### src/rtl/rr_arbiter_83.sv
// Round-robin arbiter for 8 requesters with a bounded hold time per grant.
// Registered one-hot grant plus encoded owner index; one idle cycle between grants.
module rr_arbiter_83 #(
    parameter int MAX_HOLD = 16,
    parameter int CNT_W    = 8
) (
    input  logic       clk,
    input  logic       rst_n,
    input  logic [7:0] req,
    input  logic       rel,
    output logic [7:0] gnt,
    output logic [2:0] gnt_id,
    output logic       gnt_vld,
    output logic       tout
);

    typedef enum logic {
        IDLE = 1'b0,
        BUSY = 1'b1
    } state_t;

    state_t             state_reg, state_next;
    logic [2:0]         ptr_reg, ptr_next;
    logic [CNT_W-1:0]   hold_cnt_reg, hold_cnt_next;
    logic [7:0]         gnt_reg, gnt_next;
    logic [2:0]         gnt_id_reg, gnt_id_next;
    logic               tout_reg, tout_next;

    logic [2:0]         win_id;
    logic               win_found;
    logic               owner_drop;
    logic               hit_limit;

    // Scan from the highest offset down so the lowest offset past ptr wins.
    always_comb begin
        win_id    = '0;
        win_found = 1'b0;
        for (int i = 7; i >= 0; i--) begin
            if (req[ptr_reg + 3'(i)]) begin
                win_id    = ptr_reg + 3'(i);
                win_found = 1'b1;
            end
        end
    end

    assign owner_drop = ~req[gnt_id_reg];
    assign hit_limit  = (hold_cnt_reg == CNT_W'(MAX_HOLD - 1));

    always_comb begin
        state_next    = state_reg;
        ptr_next      = ptr_reg;
        hold_cnt_next = hold_cnt_reg;
        gnt_next      = gnt_reg;
        gnt_id_next   = gnt_id_reg;
        tout_next     = 1'b0;

        case (state_reg)
            IDLE: begin
                if (win_found) begin
                    gnt_next      = 8'b1 << win_id;
                    gnt_id_next   = win_id;
                    ptr_next      = win_id + 3'd1;
                    hold_cnt_next = '0;
                    state_next    = BUSY;
                end
            end
            BUSY: begin
                if (rel || owner_drop || hit_limit) begin
                    gnt_next      = '0;
                    gnt_id_next   = '0;
                    hold_cnt_next = '0;
                    state_next    = IDLE;
                    // Explicit release or request drop takes precedence over the limit.
                    tout_next     = hit_limit & ~rel & ~owner_drop;
                end else begin
                    hold_cnt_next = hold_cnt_reg + CNT_W'(1);
                end
            end
            default: begin
                state_next = IDLE;
            end
        endcase
    end

    always_ff @(posedge clk or negedge rst_n) begin
        if (!rst_n) begin
            state_reg    <= IDLE;
            ptr_reg      <= '0;
            hold_cnt_reg <= '0;
            gnt_reg      <= '0;
            gnt_id_reg   <= '0;
            tout_reg     <= 1'b0;
        end else begin
            state_reg    <= state_next;
            ptr_reg      <= ptr_next;
            hold_cnt_reg <= hold_cnt_next;
            gnt_reg      <= gnt_next;
            gnt_id_reg   <= gnt_id_next;
            tout_reg     <= tout_next;
        end
    end

    assign gnt     = gnt_reg;
    assign gnt_id  = gnt_id_reg;
    assign gnt_vld = |gnt_reg;
    assign tout    = tout_reg;

endmodule

### config.mk
export PLATFORM = sky130hd
export DESIGN_NAME = rr_arbiter_83
export DESIGN_NICKNAME = d
export VERILOG_FILES = /design/src/rtl/rr_arbiter_83.sv
export SDC_FILE = /design/constraint.sdc
export NUM_CORES = 1
export LEC_CHECK = 0
export BUFFER_PORTS_ARGS = -buffer_cell sky130_fd_sc_hd__buf_4
export CORE_UTILIZATION = 53
export DETAILED_ROUTE_END_ITERATION = 10
export PLACE_DENSITY = 0.78
export REMOVE_ABC_BUFFERS = 1
export SLEW_MARGIN = 25
export SYNTH_ARGS = -nofsm -noshare
export SYNTH_HDL_FRONTEND = slang
export SYNTH_SLANG_ARGS = --single-unit
export TNS_END_PERCENT = 5
### constraint.sdc
create_clock -name clk -period 3.05 [get_ports clk]
set_input_delay 0.305 -clock clk [delete_from_list [all_inputs] [get_ports clk]]
set_output_delay 0.305 -clock clk [all_outputs]
set_load 0.02 [all_outputs]
==> metrics.yaml <==
tns_ns: 0
final_antenna_net_count: 0
routabilityCongestion: 0.9327
synth_cells: 212
min_period_over_period_pct: 95.70
port_buffers: 23
tightest_slew_ns: 0.4863
ys_types: 56
die_w_um: 65.65
wl_per_cell_um: 16.54
ir_drop_uv: 653.5
p_switching_mw: 1.594
slowest_delay_ns: 0.56
p_leak_nw: 1.166
grt_pass1_wl_um: 8445
ys_ff_latch: 24
dr.pass1.iters: 4
cap_violations: 0
yosysTopAreaCellShare_pct: 27.97
switching_share_pct: 45.53
clockBufferDepth: 2
critical_path.max_fanout: 18
wirelength_um: 5060
holdWs_ns: 0.4567
dominantRegCellSynth: "dfrtp_1"
slew_headroom_pct: 67.36
crit_slowest_cell: "mux4_2"
layout.nets: 278
clk_pin_slew_ns: 0.09
numCtsBuffers: 3
synthArstFlopShare_pct: 100.0
period_needed_ns: 2.919
seq_power_share_pct: 13.5
worst_ep_required_time_ns: 3.22
num_rows: 22
synth-edff-count: 0
die_h_um: 65.65
antenna_found_initial: 0
syn_area_sq_um: 2147
clock_skew_ns: 0.009712
p_int_mw: 1.907
finalSetupViolations: 0
vias: 1883
crit_buf_inv: 3
max_freq_ghz: 0.3426
antenna_cells: 0
synth_common_cells: "nand2_1 (25), dfrtp_1 (24), o21ai_1 (17)"
clock_latency_ns: 0.27
syn_to_final_growth_pct: 21.79
power_density_nw_per_um2: 1339
core_sq_um: 3771
dieArea_sq_um: 4309
cts_tree: "done"
drv_slew: 0
clkPwrFrac_pct: 7.9
outcome: "finished, final reports clean"
worst_setup_path_end_kind: "flip-flop"
postLayoutCoreUtil_pct: 69.34
cp-start-kind: "flip-flop"
drc: 0
cts_htree_levels: 1
hpwl_um: 3740
ys_seq_area_share_pct: 27.97
start_util_pct: 56.93
drt_iter0_markers: 93
power_mw: 3.500
grt.overflow.total: 0
grt_max_degree: 25
layout-drive-gt1-share_pct: 34.88
netlist_top_cells_area: "dfrtp_1 (28%), mux4_2 (13%), ha_1 (4.7%), nand2_1 (4.4%), mux2i_1 (4.2%)"
yosysMostFrequentCell: "nand2_1"
root_buffer: "clkbuf_8"
syn_avg_cell_area_sq_um: 10.13
timing_hold_violations_final: 0
synth_top_area_cell: "dfrtp_1"
path_cells: "buf_6, mux4_2, buf_4, mux2_2, o21bai_1, a22o_1, a22oi_2, inv_1, ha_1, ha_1, nand2_1, o21ai_1"
comb_power_share_pct: 78.7
cp_data_arrival_time_ns: 3.08
min_path_type: "input pin to async pin"
vias_per_cell: 6.154
grt_pass1_vias: 1780
cp_common_cell: "ha_1"
critPathTopFamily: "multiplexers"
cts.sinks: 24
path_class: "flip-flop to flip-flop"
grt_use_total_pct: 25.54
yosysWarnings: 0
ios: 24
## power groups by stage
| stage | registers (mW) | clock network [mW] | logic [mW] |
|---|---|---|---|
| 2_1_floorplan | 0.569 | 0 | 1.63 |
| 3_3_place_gp | 0.471 | 0 | 2.50 |
| 3_5_place_dp | 0.473 | 0 | 2.52 |
| 4_1_cts | 0.468 | 0.281 | 2.53 |
| 5_1_grt | 0.480 | 0.292 | 3.02 |
| 6_report | 0.471 | 0.276 | 2.75 |
## path summary, 6_finish.rpt
path                                 startpoint         endpoint  slack (ns)  cells after the start
worst max-delay path                 ptr_reg[0]       ptr_reg[2]        0.13                     12
worst min-delay path                      rst_n           gnt[5]        0.46                      2
worst max register to register       ptr_reg[0]       ptr_reg[2]        0.13                     12
worst min register to register  hold_cnt_reg[3]  hold_cnt_reg[3]        0.51                      1
max in group asynchronous                 rst_n             tout        2.35                      2
min in group clk                            rel             tout        0.50                      3
## per-stage QoR
stage | worst slack [ns] | instances | cell area (sq um)
2_1_floorplan | -0.8221 | 202 | 2049
3_3_place_gp | 0.04834 | 296 | 2455
3_5_place_dp | 0.01447 | 296 | 2455
4_1_cts | 0.01018 | 301 | 2536
5_1_grt | -0.02941 | 306 | 2615
6_report | 0.1310 | 306 | 2615
## what timing repair did
item / in CTS / in global routing
hold buffers: 1 / 0
buffers inserted: 0 / 5
endpoints found under the setup margin: 0 / 6
resized for setup: 0 / 8
hold endpoints to repair: 24 / 0
## cell usage in the layout, fill, tap and decap left out, drive strengths merged, types with 7 or more instances in the layout
cell / netlist / routed
nand2: 25 / 25
buf: 9 / 51
nor4: 7 / 7
mux2i: 9 / 9
mux2: 9 / 9
dfrtp: 24 / 24
o21ai: 21 / 21
inv: 9 / 9
mux4: 13 / 13
ha: 8 / 8
nor2: 12 / 12
a21oi: 10 / 10
## layer usage
metal | wire length [um] | vias to the layer above | GRT usage [%]
met2 | 2444 | 40 | 39.67
met5 | 0 | - | 0
li1 | - | 915 | -
met3 | 223 | 10 | 6.076
met4 | 72 | 0 | 5.707
met1 | 2319 | 918 | 35.86
## cells by family after synthesis
family / synth area share [%]
AND/OR/NAND/NOR: 16.78
XOR/XNOR: 1.574
buffers and inverters: 6.119
multiplexers: 22.73
adder cells (fa/ha/maj): 4.662
AO/OA/AOI/OAI: 20.16
flip-flops: 27.97
## layout make-up
cell class / count / area, sq um
Tap cell: 48 / 60.06
Inverter: 9 / 33.78
Clock buffer: 3 / 41.29
Clock inverter: 1 / 30.03
Fill cell: 301 / 1156
Sequential cell: 24 / 600.6
Multi-Input combinational cell: 169 / 1453
Timing Repair Buffer: 52 / 396.6
(Power assumes the default switching activity.)
